--- config.mk ---
export PLATFORM = sky130hd
export DESIGN_NAME = lr_sum_accumulator
export DESIGN_NICKNAME = d
export VERILOG_FILES = /design/src/rtl/lr_sum_accumulator.sv
export SDC_FILE = /design/constraint.sdc
export NUM_CORES = 1
export LEC_CHECK = 0
export BUFFER_PORTS_ARGS = -buffer_cell sky130_fd_sc_hd__buf_2
export CAP_MARGIN = 40
export CELL_PAD_IN_SITES_DETAIL_PLACEMENT = 1
export CELL_PAD_IN_SITES_GLOBAL_PLACEMENT = 1
export CORE_MARGIN = 10
export CORE_UTILIZATION = 24
export DETAILED_ROUTE_END_ITERATION = 10
export PLACE_DENSITY = 0.48
export REMOVE_ABC_BUFFERS = 1
export SYNTH_ARGS = -nofsm -noshare
export SYNTH_HDL_FRONTEND = slang
export SYNTH_SLANG_ARGS = --single-unit
--- constraint.sdc ---
create_clock -name clk -period 7.05 [get_ports clk]
set_clock_uncertainty 0.15 [all_clocks]
set_input_delay 1.0575 -clock clk [delete_from_list [all_inputs] [get_ports clk]]
set_output_delay 1.0575 -clock clk [all_outputs]
set_load 0.02 [all_outputs]
--- src/rtl/lr_sum_accumulator.sv ---
// lr_sum_accumulator: accumulates sum x, sum y, sum xy, sum xx and sample count for linear regression.
// Latency: handshake at E0, 8 shift-add multiply cycles, sums update at E9; 1 sample per 10 cycles.
// Backpressure: in_ready only in WAIT; start aborts and re-arms; LR_SUM_SATURATE_EN clamps sums instead of wrapping.
module lr_sum_accumulator #(
  parameter int ACC_W = 24,
  parameter int CNT_W = 8
) (
  input  logic             clk,
  input  logic             rst,
  input  logic             start,
  input  logic             in_valid,
  output logic             in_ready,
  input  logic             in_last,
  input  logic [7:0]       x,
  input  logic [7:0]       y,
  output logic [ACC_W-1:0] sum_x,
  output logic [ACC_W-1:0] sum_y,
  output logic [ACC_W-1:0] sum_xy,
  output logic [ACC_W-1:0] sum_xx,
  output logic [CNT_W-1:0] count,
  output logic             busy,
  output logic             done,
  output logic             ovf
);

  typedef enum logic [2:0] {
    S_IDLE = 3'd0,
    S_WAIT = 3'd1,
    S_MUL  = 3'd2,
    S_ACC  = 3'd3,
    S_DONE = 3'd4
  } state_t;

  state_t      state;
  state_t      state_nxt;

  // Latched sample and iterative multiplier state
  logic [7:0]  x_q;
  logic [7:0]  y_q;
  logic        last_q;
  logic [2:0]  bit_idx;
  logic [15:0] xy_q;
  logic [15:0] xx_q;

  logic        hs;
  logic [15:0] x_ext;
  logic [15:0] pp_xy;
  logic [15:0] pp_xx;

  // Extended-width sums: the top bit is the carry out of each accumulator
  logic [ACC_W:0] add_x;
  logic [ACC_W:0] add_y;
  logic [ACC_W:0] add_xy;
  logic [ACC_W:0] add_xx;
  logic [CNT_W:0] add_cnt;

  logic [ACC_W-1:0] nxt_x;
  logic [ACC_W-1:0] nxt_y;
  logic [ACC_W-1:0] nxt_xy;
  logic [ACC_W-1:0] nxt_xx;
  logic [CNT_W-1:0] nxt_cnt;
  logic             carry_any;

  // Wrap or clamp a sum depending on build configuration
  function automatic logic [ACC_W-1:0] fold_sum(input logic [ACC_W:0] s);
`ifdef LR_SUM_SATURATE_EN
    fold_sum = s[ACC_W] ? {ACC_W{1'b1}} : s[ACC_W-1:0];
`else
    fold_sum = s[ACC_W-1:0];
`endif
  endfunction

  function automatic logic [CNT_W-1:0] fold_cnt(input logic [CNT_W:0] s);
`ifdef LR_SUM_SATURATE_EN
    fold_cnt = s[CNT_W] ? {CNT_W{1'b1}} : s[CNT_W-1:0];
`else
    fold_cnt = s[CNT_W-1:0];
`endif
  endfunction

  // Moore outputs and next-state; start overrides everything and re-arms
  always_comb begin
    state_nxt = state;
    in_ready  = 1'b0;
    busy      = 1'b0;
    done      = 1'b0;
    case (state)
      S_IDLE: begin
        state_nxt = S_IDLE;
      end
      S_WAIT: begin
        in_ready = 1'b1;
        busy     = 1'b1;
        if (in_valid) begin
          state_nxt = S_MUL;
        end
      end
      S_MUL: begin
        busy = 1'b1;
        if (bit_idx == 3'd7) begin
          state_nxt = S_ACC;
        end
      end
      S_ACC: begin
        busy      = 1'b1;
        state_nxt = last_q ? S_DONE : S_WAIT;
      end
      S_DONE: begin
        done      = 1'b1;
        state_nxt = S_IDLE;
      end
      default: begin
        state_nxt = S_IDLE;
      end
    endcase
    if (start) begin
      state_nxt = S_WAIT;
    end
  end

  assign hs = in_valid & in_ready & ~start;

  // One multiplier bit per MUL cycle, LSB first
  always_comb begin
    x_ext = {8'd0, x_q};
    pp_xy = y_q[bit_idx] ? (x_ext << bit_idx) : 16'd0;
    pp_xx = x_q[bit_idx] ? (x_ext << bit_idx) : 16'd0;
  end

  // Candidate accumulator values for the ACC cycle, with carry detection
  always_comb begin
    add_x     = {1'b0, sum_x}  + {{(ACC_W-7){1'b0}}, x_q};
    add_y     = {1'b0, sum_y}  + {{(ACC_W-7){1'b0}}, y_q};
    add_xy    = {1'b0, sum_xy} + {{(ACC_W-15){1'b0}}, xy_q};
    add_xx    = {1'b0, sum_xx} + {{(ACC_W-15){1'b0}}, xx_q};
    add_cnt   = {1'b0, count}  + {{CNT_W{1'b0}}, 1'b1};
    nxt_x     = fold_sum(add_x);
    nxt_y     = fold_sum(add_y);
    nxt_xy    = fold_sum(add_xy);
    nxt_xx    = fold_sum(add_xx);
    nxt_cnt   = fold_cnt(add_cnt);
    carry_any = add_x[ACC_W] | add_y[ACC_W] | add_xy[ACC_W] | add_xx[ACC_W] | add_cnt[CNT_W];
  end

  // State register
  always_ff @(posedge clk) begin
    if (rst) begin
      state <= S_IDLE;
    end else begin
      state <= state_nxt;
    end
  end

  // Datapath: sample latch, shift-add multiplier, accumulators, sticky overflow
  always_ff @(posedge clk) begin
    if (rst) begin
      x_q     <= 8'd0;
      y_q     <= 8'd0;
      last_q  <= 1'b0;
      bit_idx <= 3'd0;
      xy_q    <= 16'd0;
      xx_q    <= 16'd0;
      sum_x   <= '0;
      sum_y   <= '0;
      sum_xy  <= '0;
      sum_xx  <= '0;
      count   <= '0;
      ovf     <= 1'b0;
    end else if (start) begin
      // Abort any in-flight sample; nothing of it reaches the sums
      last_q  <= 1'b0;
      bit_idx <= 3'd0;
      xy_q    <= 16'd0;
      xx_q    <= 16'd0;
      sum_x   <= '0;
      sum_y   <= '0;
      sum_xy  <= '0;
      sum_xx  <= '0;
      count   <= '0;
      ovf     <= 1'b0;
    end else begin
      case (state)
        S_WAIT: begin
          if (hs) begin
            x_q     <= x;
            y_q     <= y;
            last_q  <= in_last;
            bit_idx <= 3'd0;
            xy_q    <= 16'd0;
            xx_q    <= 16'd0;
          end
        end
        S_MUL: begin
          xy_q    <= xy_q + pp_xy;
          xx_q    <= xx_q + pp_xx;
          bit_idx <= bit_idx + 3'd1;
        end
        S_ACC: begin
          sum_x  <= nxt_x;
          sum_y  <= nxt_y;
          sum_xy <= nxt_xy;
          sum_xx <= nxt_xx;
          count  <= nxt_cnt;
          ovf    <= ovf | carry_any;
        end
        default: begin
        end
      endcase
    end
  end

endmodule

==> run metrics, run 1 <==
core area=about 0.042 mm2; clk slew on worst S/H paths=roughly 0.07 ns; RD Place Congestion=0.819; Routed Antenna Nets=0; synthesized flop and latch total=160; multiplexer share of the synthesized area=between 2 and 2.5%; Yosys cell types=77; fin. max-slew vios=0; n_diodes=0; vias in the first global route=between 10,000 and 15,000; Hold Path Class=reg -> reg; final setup margin=about 2.7 ns; ranking of synthesized cells by area=dfxtp_1 32%, ha_1 10%, a21oi_1 7.1%; Area after DPL=about 0.011 mm2; yosys warns=0; ys flop type=dfxtp_1; initial core utilization=around a quarter; status=finished, final reports clean; sequential cell area fraction in the yosys report=31.5%; clk root buf=clkbuf_16; Wirelength per Cell=around 18 um; worst rel slew slack=around 41%; crit path launch type=flip-flop; DRT Wirelength=35,500 um; fmax=around 230 MHz; initial antenna violation count=1; Crit Path Max Fanout=23; via count=between 9,000 and 10,000; total CTS buffers=17; share of layout cells above drive strength 1=between 10 and 15%; final worst path period share=62.1%; Simple-Gate Fraction of Synth Area=between 20% and 30%; P_leak=between 4 and 5 nW; Post-CTS Setup Inserts=0; Layout Nets=approximately 1,500; clock sink total=160; pwr dens=~170 mW/mm2; top-area cell type share of the netlist area=31.5%; First DRT Iteration DRCs=roughly 350; Async SR Flop Fraction=0%; Syn Inst Count=around 1,300; Peak VDD IR=about 0.00014 V; CP Class=reg -> reg; Vias/cell=just under 5; hold_buf cts=0; Critical Path RT=slightly above 7 ns; depth of the CTS H-tree=4; worst reg2reg setup slack=~2.7 ns; # setup viols final=0; Post-Place Setup Slack=2.65 ns; TritonCTS clock tree=yes; die height=roughly 230 um; setup TNS=0 ns; Overflow after GRT=0; I/O pin count=roughly 130; drt pass-1 iters=4; Syn Std Cell Area=approximately 0.010 mm2; min Tclk post-route=4.38 ns; Avg Inst Size Synth=7.93 um2; fin area=about 0.012 mm2; Crit. End Element=flip-flop; # resized after CTS=0; IO Port Bufs=about 130; XOR/XNOR Fraction of Synth Area=7.76%; most frequent cells in the layout=183 x nand2_1, 160 x dfxtp_1, 145 x a21oi_1; detailed-route DRC error count=0; Worst EP arrival=roughly 4.6 ns; Synth-to-Final Area Change=18.4%; Hold WS=around 0.33 ns; Placement Rows=75; Post-Synth Adder-Cell Area=around 11%; pin count of the biggest net entering global routing=49; gr usage total=roughly 14%; Compound-Gate Fraction of Synth Area=around 22%; die area=slightly above 0.05 mm2; Post-DP HPWL=between 20,000 and 30,000 um; RSZ-0062 raised after global routing=no; total of max-cap violations=0; Final Hold Fails=0; Slew @ Worst Pin=0.885 ns; first-pass GRT wire length=roughly 57,000 um; main combinational cell family by area after synthesis=simple AND/OR/NAND/NOR gates; Post-synth EDFFs=0; commonest non-fill, non-tap cell in the layout=nand2_1; CTS max path bufs=2; area leader, netlist=dfxtp_1; Worst-Skew Late Latency=between 0.4 and 0.5 ns; die width=roughly 230 um
## sequential cells by signal (all words and copies together) (netlist names)
signal   cells
x_q          8
ovf          1
bit_idx      3
last_q       1
state        3
sum_y       24
xx_q        16
sum_x       24
y_q          8
count        8
xy_q        16
sum_xy      24
sum_xx      24
## through the flow
step / instances / util [%] / total power [mW]
finish: 1940 / 28.7 / 2.02
global route: 1940 / 28.7 / 2.11
CTS: 1940 / 28.7 / 2.07
detailed placement: 1908 / 27.2 / 1.00
global placement: 1907 / 27.1 / 1.00
floorplan: 1230 / - / 0.963
## path summary, 6_finish.rpt
| kind | from | depth (start not counted) | endpoint |
|---|---|---|---|
| worst max-delay path | bit_idx[0]$_SDFFE_PP0P_ | 13 | xy_q[15]$_SDFFE_PP0P_ |
| worst min-delay path | sum_xx[12]$_SDFFE_PP0P_ | 2 | sum_xx[12]$_SDFFE_PP0P_ |
| worst max register to register | bit_idx[0]$_SDFFE_PP0P_ | 13 | xy_q[15]$_SDFFE_PP0P_ |
| worst min register to register | sum_xx[12]$_SDFFE_PP0P_ | 2 | sum_xx[12]$_SDFFE_PP0P_ |
## area by class of cell
| cell class | instances | area [um2] |
|---|---|---|
| Clock buffer | 19 | 453 |
| Fill cell | 5043 | 29800 |
| Multi-Input combinational cell | 1043 | 6660 |
| Timing Repair Buffer | 139 | 743 |
| Clock inverter | 13 | 183 |
| Sequential cell | 160 | 3200 |
| Tap cell | 539 | 674 |
| Inverter | 27 | 101 |
## routing by layer
metal	share of wire, %	track usage [%]
met3	4.6	4.14
met1	48	17.6
met5	0.037	0
met4	0.94	3.16
met2	46	23.3
## logic make-up after synthesis
group | Yosys count
AO/OA/AOI/OAI | 353
XOR/XNOR | 90
adder cells (fa/ha/maj) | 87
buffers and inverters | 78
flip-flops | 160
multiplexers | 16
AND/OR/NAND/NOR | 497
## critical path, stage by stage (launching register included)
cell      delay, ns
dfxtp_1        0.90
mux4_2         0.60
nand2_1        0.13
inv_1          0.07
a21oi_1        0.43
nor2_1         0.12
ha_1           0.34
o21ai_0        0.30
nor4b_1        0.11
a211oi_1       0.41
o21ai_0        0.22
a41oi_1        0.30
nand4_1        0.12
o31ai_1        0.09
## report_power, final
part | total, mW | switching, mW | leakage [nW] | internal (mW)
logic | 0.0670 | 0.0484 | 3.28 | 0.0186
registers | 0.912 | 0.00534 | 1.29 | 0.906
clock network | 1.05 | 0.433 | 0.313 | 0.613
## cell usage after synthesis (all sizes together), types with 16 or more instances
cell type	instances
nor3	20
ha	81
a21o	24
nand3	52
clkbuf	34
buf	17
xor2	30
inv	27
o21ai	68
nand2	183
a211oi	16
dfxtp	160
nand4	18
nor2	143
a21oi	147
xnor2	60
Power figures use the tool's default switching activity.
==> run 2: changes to the inputs <==
==> constraint.sdc (replaced) <==
create_clock -name clk -period 4.2 [get_ports clk]
set_clock_uncertainty 0.15 [all_clocks]
set_input_delay 0.63 -clock clk [delete_from_list [all_inputs] [get_ports clk]]
set_output_delay 0.63 -clock clk [all_outputs]
set_load 0.02 [all_outputs]
==> run metrics, run 2 (same netlist as run 1, synthesis figures left out) <==
I/O pin count=129 (unchanged); CP Class=reg -> reg; commonest non-fill, non-tap cell in the layout=nand2_1; pwr dens=273 mW/mm2 (+62%); crit path launch type=flip-flop; first-pass GRT wire length=57,700 um (+1.8%); Critical Path Most Common Cell=a21o_1; IO Port Bufs=128 (unchanged); TritonCTS clock tree=yes; detailed-route DRC error count=0 (unchanged); Worst path top cell family by delay=compound AO/OA/AOI/OAI gates; Critical Path RT=4.40 ns (-2.87 ns); DRT Wirelength=36,100 um (+1.7%); status=finished, final reports clean; hold_buf cts=0 (unchanged); Layout Nets=1,510 (+0.94%); CP bufs+invs=2 (+1); share of layout cells above drive strength 1=15.5% (+0.92 points); total of max-cap violations=0 (unchanged); CP Cell Sequence=buf_4 > mux4_2 > a21oi_1 > buf_4 > nor2_1 > ha_1 > a21o_1 > a21o_1 > a21o_1 > a2111oi_1 > o31ai_1 > xor2_1 > a22o_1; via count=9,583 (+0.60%); Crit Path Max Fanout=13 (-43%); total CTS buffers=17 (unchanged); Largest stage delay, worst path=0.54 ns (-0.36 ns); Synth-to-Final Area Change=19.0%; RD Place Congestion=0.823 (+0.49%); min Tclk post-route=3.74 ns (-0.636 ns); gr usage total=14.3% (+0.22 points); Area after DPL=0.0115 mm2 (+0.92%); drt pass-1 iters=4 (unchanged); Final Hold Fails=0 (unchanged); Worst EP arrival=3.94 ns (-0.66 ns); pin count of the biggest net entering global routing=53 (+8.2%); reg2reg start=bit_idx[0]$_SDFFE_PP0P_; Post-CTS Setup Inserts=0 (unchanged); initial core utilization=24.3% (unchanged); Post-Place Setup Slack=0.271 ns (-2.38 ns); fmax=267 MHz (+17%); die width=226 um (unchanged); vias in the first global route=10,100 (-0.0099%); clock sink total=160 (unchanged); core area=0.0419 mm2 (unchanged); Pwr Total=3.30 mW (+63%); Post-DP HPWL=28,000 um (+3.1%); fin. max-slew vios=0 (unchanged); Wirelength per Cell=18.5 um (+0.96%); Routed Antenna Nets=0 (unchanged); Crit. End Element=flip-flop; initial antenna violation count=1 (unchanged); clk root buf=clkbuf_16; Slew @ Worst Pin=0.802 ns (-0.0829 ns); CTS max path bufs=2 (unchanged); Hold Path Class=in -> reg; depth of the CTS H-tree=4 (unchanged); Overflow after GRT=0 (unchanged); final worst path period share=89.1% (+27 points); RSZ-0062 raised after global routing=no; fin area=0.0121 mm2 (+0.58%); Hold Startpoint=x[7]; clk slew on worst S/H paths=0.08 ns (about the same); die area=0.0509 mm2 (unchanged); Max stage delay cell, worst path=mux4_2; Peak VDD IR=0.000225 V (+59%); # setup viols final=0 (unchanged); Vias/cell=4.90 (-0.17%); post-layout utilization of the core=28.9% (+0.17 points); setup TNS=0 ns (unchanged); Placement Rows=75 (unchanged); worst rel slew slack=46.5% (+5.6 points); Worst-Skew Late Latency=0.45 ns (about the same); final setup margin=0.458 ns (-2.21 ns); die height=226 um (unchanged); First DRT Iteration DRCs=295 (-15%); most frequent cells in the layout=183 x nand2_1, 159 x dfxtp_1, 145 x a21oi_1; # resized after CTS=0 (unchanged); CP startpoint=bit_idx[0]$_SDFFE_PP0P_; P_leak=4.92 nW (+0.76%)
-- run 2: routing by layer --
metal | track usage, % | share of wire, % | vias to the layer above
met3 | 3.70 | 4.8 | 19
met2 | 24.0 | 47 | 110
li1 | - | - | 4824
met1 | 18.0 | 47 | 4630
met4 | 3.14 | 0.95 | 0
met5 | 0 | 0 | -
-- run 2: stage by stage --
step	cells	hold slack [ns]
floorplan	1230	0.294
global placement	1921	0.314
detailed placement	1922	0.320
CTS	1954	0.244
global route	1954	0.269
finish	1955	0.272
-- run 2: layout make-up --
| cell class | instances | area, um2 |
|---|---|---|
| antenna | 1 | 2.50 |
| clock inverter | 15 | 171 |
| inverter | 27 | 101 |
| timing repair buffer | 153 | 848 |
| fill | 5045 | 29800 |
| clock buffer | 17 | 425 |
| sequential | 160 | 3200 |
| tap | 539 | 674 |
| multi-input combinational | 1043 | 6660 |
-- run 2: tightest hold or removal path, cell delays in order --
cell and delay, ns:
buf_2 0.10, nand2_1 0.05, a21oi_1 0.05
-- run 2: final timing paths --
check | endpoint | slack [ns] | cells past startpoint
worst max-delay path | xx_q[14]$_SDFFE_PP0P_ | 0.46 | 13
worst min-delay path | x_q[7]$_SDFFE_PP0P_ | 0.27 | 3
worst max register to register | xx_q[14]$_SDFFE_PP0P_ | 0.46 | 13
worst min register to register | sum_xy[9]$_SDFFE_PP0P_ | 0.33 | 2
-- run 2: power by group --
group          switching, mW  internal, mW  leakage, nW
clock network          0.757         0.895        0.284
registers            0.00852          1.52         1.29
logic                 0.0826        0.0330         3.34
total                  0.848          2.45         4.92
==> run 3: changes to the inputs <==
--- a/config.mk
+++ b/config.mk
@@ -9,6 +9,7 @@
 export CAP_MARGIN = 40
 export CELL_PAD_IN_SITES_DETAIL_PLACEMENT = 1
 export CELL_PAD_IN_SITES_GLOBAL_PLACEMENT = 1
+export CORE_ASPECT_RATIO = 1.25
 export CORE_MARGIN = 10
 export CORE_UTILIZATION = 24
 export DETAILED_ROUTE_END_ITERATION = 10
==> run metrics, run 3 (same netlist as run 1, synthesis figures left out) <==
status=finished, final reports clean; CP bufs+invs=0 (-2); Wirelength per Cell=18.4 um (-0.57%); min Tclk post-route=3.80 ns (+0.0547 ns); die area=0.0510 mm2 (+0.10%); hold path depth=3 (unchanged); # setup viols final=0 (unchanged); depth of the CTS H-tree=4 (unchanged); met3 Resource Use GR=2.64% (-1.1 points); GR peak layer=met2; clock sink total=160 (unchanged); Worst path top cell family by delay=compound AO/OA/AOI/OAI gates; Largest stage delay, worst path=0.52 ns (-0.02 ns); CP Class=reg -> reg; RD Place Congestion=0.792 (-3.7%); die height=250 um (+11%); pin count of the biggest net entering global routing=116 (+120%); TritonCTS clock tree=yes; Placement Rows=84 (+12%); fmax=263 MHz (-1.4%); initial core utilization=24.2% (-0.048 points); Hold Path Class=in -> reg; most frequent cells in the layout=183 x nand2_1, 160 x dfxtp_1, 144 x a21oi_1; Synth-to-Final Area Change=19.0% (about the same); clock power share=50.7% (+0.6 points); hold_buf cts=0 (unchanged); Worst EP arrival=4.00 ns (+0.06 ns); P_int=2.54 mW (+3.6%); gr usage total=14.3% (-0.019 points); DRT Wirelength=36,100 um (about the same); setup TNS=0 ns (unchanged); CTS max path bufs=2 (unchanged); clk root buf=clkbuf_16; CP Cell Sequence=mux2_2 > o21ai_0 > nor2_1 > nor2_1 > nor2_1 > ha_1 > a21o_1 > a21o_1 > a21o_1 > a2111oi_1 > o31ai_1 > xor2_1 > a22o_1; FILL cells=5,045 (unchanged); Crit. End Element=flip-flop; Worst-Skew Late Latency=0.46 ns (about the same); n_diodes=0 (-1); First DRT Iteration DRCs=295 (unchanged); Layout Nets=1,501 (-0.60%); crit path launch type=flip-flop; Register Area=0.00320 mm2 (about the same); final worst path period share=90.4% (+1.3 points); Slew @ Worst Pin=0.745 ns (-0.0571 ns); share of layout cells above drive strength 1=14.9% (-0.61 points); IO Port Bufs=128 (unchanged); Reg2Reg Depth=13 (unchanged); die width=204 um (-9.6%); Crit Path Max Fanout=8 (-5); drt pass-1 iters=4 (unchanged); Final Hold Fails=0 (unchanged); Post-DP HPWL=27,400 um (-2.2%); Critical Path RT=4.40 ns (about the same); combinational power share=3.4% (about the same); first-pass GRT wire length=57,600 um (-0.17%); commonest non-fill, non-tap cell in the layout=nand2_1; clk slew on worst S/H paths=0.07 ns (about the same); via count=9,565 (-0.19%); P_leak=4.89 nW (-0.45%); total of max-cap violations=0 (unchanged); Routed Antenna Nets=0 (unchanged); fin. max-slew vios=0 (unchanged); I/O pin count=129 (unchanged); initial antenna violation count=1 (unchanged); Hold WS=0.264 ns (-0.00845 ns); worst rel slew slack=50.2% (+3.7 points); core area=0.0419 mm2 (+0.20%); net load switching power=0.797 mW (-6.0%); total CTS buffers=17 (unchanged); Overflow after GRT=0 (unchanged); sequential share of power=45.9% (-0.5 points); Peak VDD IR=0.000278 V (+23%); Max stage delay cell, worst path=dfxtp_1; pwr dens=276 mW/mm2 (+1.2%); RSZ-0062 raised after global routing=no; Worst path depth=13 (unchanged); detailed-route DRC error count=0 (unchanged); sw frac=23.9% (-1.8 points); GR Util met2=24.9% (+0.94 points); Multi-input gate area=0.00667 mm2 (about the same); vias in the first global route=10,000 (-0.48%); Vias/cell=4.87 (-0.70%); M1 GR Usage=17.4% (-0.56 points)
## run 3: worst paths after layout
kind | start | to | slack (ns)
max | bit_idx[1]$_SDFFE_PP0P_ | xx_q[14]$_SDFFE_PP0P_ | 0.40
min | y[3] | y_q[3]$_SDFFE_PP0P_ | 0.26
max reg2reg | bit_idx[1]$_SDFFE_PP0P_ | xx_q[14]$_SDFFE_PP0P_ | 0.40
min reg2reg | sum_xy[0]$_SDFFE_PP0P_ | sum_xy[0]$_SDFFE_PP0P_ | 0.33
## run 3: routing by layer
layer / share of wire, % / vias to the layer above
met4: 1.2 / 0
met1: 46 / 4641
met2: 50 / 97
li1: - / 4805
met3: 3.1 / 22
met5: 0 / -
## run 3: per-stage QoR
| stage | instance area, um2 | power, mW | util [%] | worst slack [ns] | std cells |
|---|---|---|---|---|---|
| finish | 12100 | 3.33 | 28.8 | 0.403 | 1965 |
| global route | 12100 | 3.47 | 28.8 | 0.0975 | 1965 |
| CTS | 12100 | 3.40 | 28.8 | 0.253 | 1965 |
| detailed placement | 11500 | 1.68 | 27.3 | 0.278 | 1933 |
| global placement | 11400 | 1.68 | 27.3 | 0.321 | 1932 |
| floorplan | 9960 | 1.62 | - | 0.336 | 1230 |
## run 3: repair_timing
action | 4_1_cts | 5_1_grt
endpoints found under the hold margin | 0 | 0
gates resized for setup | 0 | 1
setup endpoints to repair | 0 | 1
setup buffers | 0 | 0
## run 3: cell type report
type / count / area share, %
multi-input cells: 1043 / 55.2
clock buffers: 20 / 3.86
clock inverters: 12 / 1.30
flip-flops and latches: 160 / 26.5
repair buffers: 144 / 6.53
well taps: 559 / 5.79
inverters: 27 / 0.839
## run 3: worst min-delay path, cell delays in order
cell	delay [ns]
buf_2	0.10
nand2_1	0.05
a21oi_1	0.05
## run 3: power groups by stage
stage	combinational [mW]	clock [mW]	sequential, mW
floorplan	0.0538	0	1.56
global placement	0.115	0	1.57
detailed placement	0.116	0	1.57
CTS	0.116	1.76	1.53
global route	0.126	1.82	1.53
finish	0.113	1.69	1.53
